**src/rtl/geogenius_pkg.sv**
```systemverilog
// Shared definitions for the game input path: FSM state encoding, button
// count, default debounce length and small bit-vector helpers used by the
// button conditioner.
package geogenius_pkg;

    // Fixed by the datapath's wide-OR edge detector; not a scalable parameter.
    localparam int N_BOTOES               = 8;
    // 20 ms at the 1 kHz game clock.
    localparam int DEBOUNCE_CICLOS_PADRAO = 20;

    typedef enum logic [1:0] {
        LIVRE       = 2'd0,
        FILTRANDO   = 2'd1,
        PRESSIONADO = 2'd2,
        SOLTANDO    = 2'd3
    } estado_t;

    // Index of the lowest set bit (0 when the vector is empty).
    function automatic logic [2:0] indice_menor(input logic [N_BOTOES-1:0] v);
        logic [2:0] idx;
        idx = '0;
        for (int i = N_BOTOES - 1; i >= 0; i--) begin
            if (v[i]) begin
                idx = 3'(i);
            end
        end
        return idx;
    endfunction

    // Keeps only the lowest set bit, giving a one-hot (or empty) vector.
    function automatic logic [N_BOTOES-1:0] isola_menor(input logic [N_BOTOES-1:0] v);
        logic [N_BOTOES-1:0] neg;
        neg = ~v + {{(N_BOTOES-1){1'b0}}, 1'b1};
        return v & neg;
    endfunction

    // True when exactly one bit is set.
    function automatic logic um_bit(input logic [N_BOTOES-1:0] v);
        logic [N_BOTOES-1:0] menos_um;
        menos_um = v - {{(N_BOTOES-1){1'b0}}, 1'b1};
        return (v != '0) && ((v & menos_um) == '0);
    endfunction

endpackage

```
**src/rtl/condicionador_botoes_sincronizador_2ff.sv**
```systemverilog
// Two-flop synchroniser for a bus of independent asynchronous bits.
// Each bit gets its own flop pair; the reset value is a parameter so that
// active-low inputs can idle at "released" straight out of reset.
module sincronizador_2ff #(
    parameter int           W           = 8,
    parameter logic [W-1:0] VALOR_RESET = '1
) (
    input  logic         clock,
    input  logic         reset,
    input  logic [W-1:0] d,
    output logic [W-1:0] q
);

    genvar gi;
    generate
        for (gi = 0; gi < W; gi++) begin : g_bit
            logic estagio1_q;
            logic estagio2_q;

            // Two-stage capture of one raw bit into the clock domain.
            always_ff @(posedge clock or posedge reset) begin
                if (reset) begin
                    estagio1_q <= VALOR_RESET[gi];
                    estagio2_q <= VALOR_RESET[gi];
                end else begin
                    estagio1_q <= d[gi];
                    estagio2_q <= estagio1_q;
                end
            end

            assign q[gi] = estagio2_q;
        end
    endgenerate

endmodule

```
**src/rtl/condicionador_botoes.sv**
```systemverilog
// Button conditioner: synchronises the eight active-low game buttons,
// debounces press and release, and admits a single button at a time so the
// datapath sees exactly one press per physical press.
// Optional feature: define REJEITA_MULTIPLO_EN to reject simultaneous
// multi-button presses (pulse erro_multiplo, output stays released) instead
// of accepting the lowest-numbered button.
module condicionador_botoes
    import geogenius_pkg::*;
#(
    parameter int DEBOUNCE_CICLOS = DEBOUNCE_CICLOS_PADRAO,
    // Must satisfy 2**CNT_W >= DEBOUNCE_CICLOS.
    parameter int CNT_W           = 5
) (
    input  logic                clock,
    input  logic                reset,
    input  logic [N_BOTOES-1:0] botoes_brutos,
    input  logic                habilita,
    output logic [N_BOTOES-1:0] botoes,
    output logic                botao_valido,
    output logic [2:0]          botao_codigo,
    output logic                erro_multiplo
);

    localparam logic [CNT_W-1:0] CNT_FIM = CNT_W'(DEBOUNCE_CICLOS - 1);

    logic [N_BOTOES-1:0] sync_q;
    logic [N_BOTOES-1:0] p;

    estado_t             estado_q, estado_d;
    logic [N_BOTOES-1:0] candidato_q, candidato_d;
    logic [N_BOTOES-1:0] seguro_q, seguro_d;
    logic [CNT_W-1:0]    cnt_q, cnt_d;
    logic [N_BOTOES-1:0] botoes_q, botoes_d;
    logic                valido_q, valido_d;
    logic [2:0]          codigo_q, codigo_d;
    logic                aceita;
`ifdef REJEITA_MULTIPLO_EN
    logic                erro_q, erro_d;
    logic                rejeita;
`endif

    sincronizador_2ff #(
        .W           (N_BOTOES),
        .VALOR_RESET ({N_BOTOES{1'b1}})
    ) u_sinc (
        .clock (clock),
        .reset (reset),
        .d     (botoes_brutos),
        .q     (sync_q)
    );

    // Internal polarity: 1 = pressed.
    assign p = ~sync_q;

    // State and registered-output update.
    always_ff @(posedge clock or posedge reset) begin
        if (reset) begin
            estado_q    <= LIVRE;
            candidato_q <= '0;
            seguro_q    <= '0;
            cnt_q       <= '0;
            botoes_q    <= '1;
            valido_q    <= 1'b0;
            codigo_q    <= '0;
`ifdef REJEITA_MULTIPLO_EN
            erro_q      <= 1'b0;
`endif
        end else begin
            estado_q    <= estado_d;
            candidato_q <= candidato_d;
            seguro_q    <= seguro_d;
            cnt_q       <= cnt_d;
            botoes_q    <= botoes_d;
            valido_q    <= valido_d;
            codigo_q    <= codigo_d;
`ifdef REJEITA_MULTIPLO_EN
            erro_q      <= erro_d;
`endif
        end
    end

    // Next-state logic: debounce filter, single-button admission, release tracking.
    always_comb begin
        estado_d    = estado_q;
        candidato_d = candidato_q;
        seguro_d    = seguro_q;
        cnt_d       = cnt_q;
        aceita      = 1'b0;
`ifdef REJEITA_MULTIPLO_EN
        rejeita     = 1'b0;
`endif
        case (estado_q)
            LIVRE: begin
                if (habilita && (p != '0)) begin
                    candidato_d = p;
                    cnt_d       = '0;
                    estado_d    = FILTRANDO;
                end
            end
            FILTRANDO: begin
                // Any change in the pressed set (or loss of permission) restarts filtering.
                if ((p != candidato_q) || !habilita) begin
                    estado_d = LIVRE;
                end else if (cnt_q == CNT_FIM) begin
`ifdef REJEITA_MULTIPLO_EN
                    if (um_bit(candidato_q)) begin
                        seguro_d = candidato_q;
                        aceita   = 1'b1;
                        estado_d = PRESSIONADO;
                    end else begin
                        // Output stays released until every button is up and stable.
                        seguro_d = '0;
                        rejeita  = 1'b1;
                        cnt_d    = '0;
                        estado_d = SOLTANDO;
                    end
`else
                    // Lowest set bit wins; for a single press this is the press itself.
                    seguro_d = isola_menor(candidato_q);
                    aceita   = 1'b1;
                    estado_d = PRESSIONADO;
`endif
                end else begin
                    cnt_d = cnt_q + 1'b1;
                end
            end
            PRESSIONADO: begin
                if ((p & seguro_q) == '0) begin
                    cnt_d    = '0;
                    estado_d = SOLTANDO;
                end
            end
            SOLTANDO: begin
                if (((p & seguro_q) != '0) && (seguro_q != '0)) begin
                    // Bounce on the held button: back to pressed without a new pulse.
                    estado_d = PRESSIONADO;
                end else if (p == '0) begin
                    if (cnt_q == CNT_FIM) begin
                        seguro_d = '0;
                        cnt_d    = '0;
                        estado_d = LIVRE;
                    end else begin
                        cnt_d = cnt_q + 1'b1;
                    end
                end else begin
                    // Another button is down: release needs all buttons up (no roll-over).
                    cnt_d = '0;
                end
            end
            default: begin
                estado_d = LIVRE;
            end
        endcase
    end

    // Output logic, computed from next-state values so outputs change on the accepting edge.
    always_comb begin
        botoes_d = '1;
        if ((estado_d == PRESSIONADO) || (estado_d == SOLTANDO)) begin
            botoes_d = ~seguro_d;
        end
        valido_d = aceita;
        codigo_d = codigo_q;
        if (aceita) begin
            codigo_d = indice_menor(candidato_q);
        end
`ifdef REJEITA_MULTIPLO_EN
        erro_d = rejeita;
`endif
    end

    assign botoes       = botoes_q;
    assign botao_valido = valido_q;
    assign botao_codigo = codigo_q;
`ifdef REJEITA_MULTIPLO_EN
    assign erro_multiplo = erro_q;
`else
    assign erro_multiplo = 1'b0;
`endif

endmodule

```
**config.mk**
```make
export PLATFORM = sky130hd
export DESIGN_NAME = condicionador_botoes
export DESIGN_NICKNAME = d
export VERILOG_FILES = /design/src/rtl/geogenius_pkg.sv /design/src/rtl/condicionador_botoes_sincronizador_2ff.sv /design/src/rtl/condicionador_botoes.sv
export SDC_FILE = /design/constraint.sdc
export NUM_CORES = 1
export LEC_CHECK = 0
export CAP_MARGIN = 30
export CORE_ASPECT_RATIO = 0.9
export CORE_MARGIN = 3
export CORE_UTILIZATION = 40
export CTS_CLUSTER_SIZE = 40
export DETAILED_ROUTE_END_ITERATION = 10
export GPL_TIMING_DRIVEN = 0
export HOLD_SLACK_MARGIN = 0.08
export PLACE_DENSITY = 0.69
export SYNTH_ARGS = -nofsm -noshare
export SYNTH_HDL_FRONTEND = slang
export SYNTH_SLANG_ARGS = --single-unit
```
**constraint.sdc**
```tcl
create_clock -name clock -period 1.9 [get_ports clock]
set_input_delay 0.285 -clock clock [delete_from_list [all_inputs] [get_ports clock]]
set_output_delay 0.285 -clock clock [all_outputs]
set_load 0.01 [all_outputs]
```
==> run summary <==
Outcome: complete, but fails checks
Failing checks: design-rule violations, negative setup slack
Leak: 1.29 nW
Initial antenna violation count: 0
Area share of the largest cell type after synthesis: 31.4%
RSZ-0062 raised after global routing: yes
Critical path fanouts, max: 8
Multi-input logic area: 922 µm²
Post-synth cell types: 44
# DRC: 1
Top_reg_cell synth: dfrtp_1
Largest net degree at the start of global routing: 45
CTS Buf Count: 5
CP top delay family: compound AO/OA/AOI/OAI gates
Buf/Inv on CP: 0
Clock skew: 0.00464 ns
Avg Cell Area, Syn: 11.2 µm²
Pre-CTS setup slack: -0.646 ns
Clock slew at reported path FFs: 0.09 ns
Synth-to-Final Area Change: 37.1%
Row count: 24
Die X-Extent: 83.3 µm
Reg-to-Reg End: cnt_q[3]
Crit Path Category: register to register
Crit path capture: cnt_q[3]
CP Data Required Time: 2.09 ns
Setup TNS: -0.593 ns
Setup violations, final: 10
Worst Hold Class: register to register
Number of port buffers: 22
Final Cycle Share: 106%
Clk root buf: clkbuf_8
Htree depth: 2
Max stage delay on crit path: 0.58 ns
Post-synth EDFFs: 0
Total clock sinks: 51
Fill cells: 433
Nets@finish: 255
# diodes: 0
Initial Util: 42.9%
Total track usage: 14.4%
Reg2reg setup slack: -0.12 ns
Post-synthesis sequential area ratio: 60.7%
Synth warn: 0
Post-route setup slack: -0.121 ns
Vias in the first global route: 1532
Sequential Area: 0.00131 mm²
Detailed Place HPWL: 2840 µm
Cell depth of the worst setup path: 6
Layout cells sized above 1: 37.7%
Worst-skew pair later-pin latency: 0.30 ns
Gr ovfl total: 0
Final Hold Viols: 0
Bufs on Longest Clock Path: 2
CP Capture Type: register
Via count: 1614
Count leader, synth: dfrtp_1
Rel. slew slack: 60.9%
Routability Congestion: 0.809
Worst setup startpoint: u_sinc.g_bit[0].estagio2_q
Mapped Nets: 204
Fin. max-slew vios: 0
CTS tree: yes
Top post-synthesis cells by area: dfrtp_1 (31%), dfstp_2 (29%), o21ai_0 (3.0%)
Mapped Area: 0.00215 mm²
Max Freq: 0.495 GHz
Iteration-0 DRC Markers: 78
WL final: 4500 µm
Gate Count Post-Synth: 192
Slew @ Worst Pin: 0.585 ns
Total core area: 0.00501 mm²
Post-synth top area cell: dfrtp_1
Hold Buf Count CTS: 0
Final Critical Period: 2.02 ns
IO Pins: 24
VDD IR max: 680 µV
Reg-to-Reg Start: u_sinc.g_bit[0].estagio2_q
R2R cell count: 6
Antenna viol nets, final: 0
Drt wl/cell: 14.6 µm
Pwr Density: 1060 mW/mm²
Yosys reg bits: 51
Vias per cell: 5.22
CP cell instances: xor2_1 -> o2111ai_2 -> or3_4 -> a21oi_4 -> a21boi_2 -> a31o_2
First-pass GRT wire length: 7130 µm
Drt pass-1 iters: 8
Arr. time, crit path: 2.21 ns
Die H: 75.6 µm
Post-synth top cells: dfrtp_1 (27), dfstp_2 (24), inv_1 (17), nand2_1 (17), o21ai_0 (13)
Die Footprint: 0.00629 mm²
CP max stage cell: dfstp_2
Ys async rst share: 100%
Startpoint types: register
Max-Cap Viols: 0
[sequential cells by signal, indices dropped and copies added (netlist names)]
register / cells
botoes: 8
cnt_q: 5
u_sinc.g_bit.estagio1_q: 8
botao_codigo: 3
candidato_q: 8
seguro_q: 8
u_sinc.g_bit.estagio2_q: 8
estado_q: 2
botao_valido: 1
[through the flow]
stage / hold slack [ns] / instance area, µm² / std cells / utilization, % / power (W)
floorplan: 0.289 / 2160 / 192 / - / 0.00184
global placement: 0.345 / 2460 / 279 / 49.1 / 0.00199
detailed placement: 0.347 / 2480 / 280 / 49.5 / 0.00202
CTS: 0.360 / 2770 / 299 / 55.3 / 0.00299
global route: 0.362 / 2950 / 309 / 58.8 / 0.00331
finish: 0.359 / 2950 / 309 / 58.8 / 0.00313
[power by group]
part	switching [W]	internal, W
Sequential	0.000216	0.00123
Combinational	0.000461	0.000340
Clock	0.000353	0.000525
[layer usage]
layer  GRT usage [%]  vias to the layer above  wire length [µm]
li1                -                      768                 -
met1            18.0                      805              2000
met2            25.5                       39              2260
met3            3.24                        2               209
met4            4.36                        0                26
met5               0                        -                 0
[worst min-delay path by stage]
stage	start	end	slack, ns	cells after the start
global placement	u_sinc.g_bit[1].estagio1_q	u_sinc.g_bit[1].estagio2_q	0.35	0
CTS	u_sinc.g_bit[3].estagio1_q	u_sinc.g_bit[3].estagio2_q	0.36	0
detailed placement	u_sinc.g_bit[3].estagio1_q	u_sinc.g_bit[3].estagio2_q	0.35	0
global route	u_sinc.g_bit[6].estagio1_q	u_sinc.g_bit[6].estagio2_q	0.36	0
finish	u_sinc.g_bit[2].estagio1_q	u_sinc.g_bit[2].estagio2_q	0.36	0
floorplan	botoes_brutos[0]	u_sinc.g_bit[0].estagio1_q	0.29	0
[what timing repair did]
item / CTS / global route
setup buffers: 11 / 12
pin swaps: 5 / 12
gates resized for setup: 15 / 21
endpoints found under the setup margin: 25 / 33
gates cloned: 0 / 0
[placed cells by master (no fill, tap or decap), types with 2 or more instances in the layout]
master            n
a21o_1            5
o21bai_1          2
nand3_2           2
nor4_4            2
o22ai_1           5
a211oi_1          2
a31oi_1           2
nor2_1            8
buf_6             3
dfrtp_1          26
a21oi_2           2
a22o_1            3
a21oi_1           6
nand2_1          16
and3_4            3
or2_2             2
bufinv_16         2
a21boi_2          2
o21ai_0          12
xor2_1            4
nand3_1           5
buf_4            20
a22oi_1           2
inv_1            16
clkdlybuf4s50_1  22
xor2_2            3
dfstp_2          24
clkbuf_8          5
nand4_1           4
nor2b_1           2
[final cells by class]
type | count | share of cell area, %
buffer | 4 | 0.721
clock buffer | 5 | 2.33
clock inverter | 3 | 2.29
inverter | 17 | 2.16
multi-input combinational | 119 | 31.3
sequential | 51 | 44.3
tap | 65 | 2.76
timing repair buffer | 45 | 14.1
[kinds of logic (layout without fill, tap and decap cells)]
family / count (synthesis) / count (layout) / share of synthesized area (%)
AO/OA/AOI/OAI: 52 / 52 / 16.1
multiplexers: 2 / 2 / 0.989
flip-flops: 51 / 51 / 60.7
adder cells (fa/ha/maj): 1 / 1 / 0.582
buffers and inverters: 22 / 74 / 4.07
AND/OR/NAND/NOR: 56 / 56 / 14.5
other: 1 / 1 / 0.174
XOR/XNOR: 7 / 7 / 2.85
[worst register-to-register path: stages, from the launching register on]
cell       delay (ns)
dfstp_2          0.58
xor2_1           0.18
o2111ai_2        0.20
or3_4            0.38
a21oi_4          0.27
a21boi_2         0.09
a31o_2           0.21
Note: power is estimated with default switching activity, not from simulation.
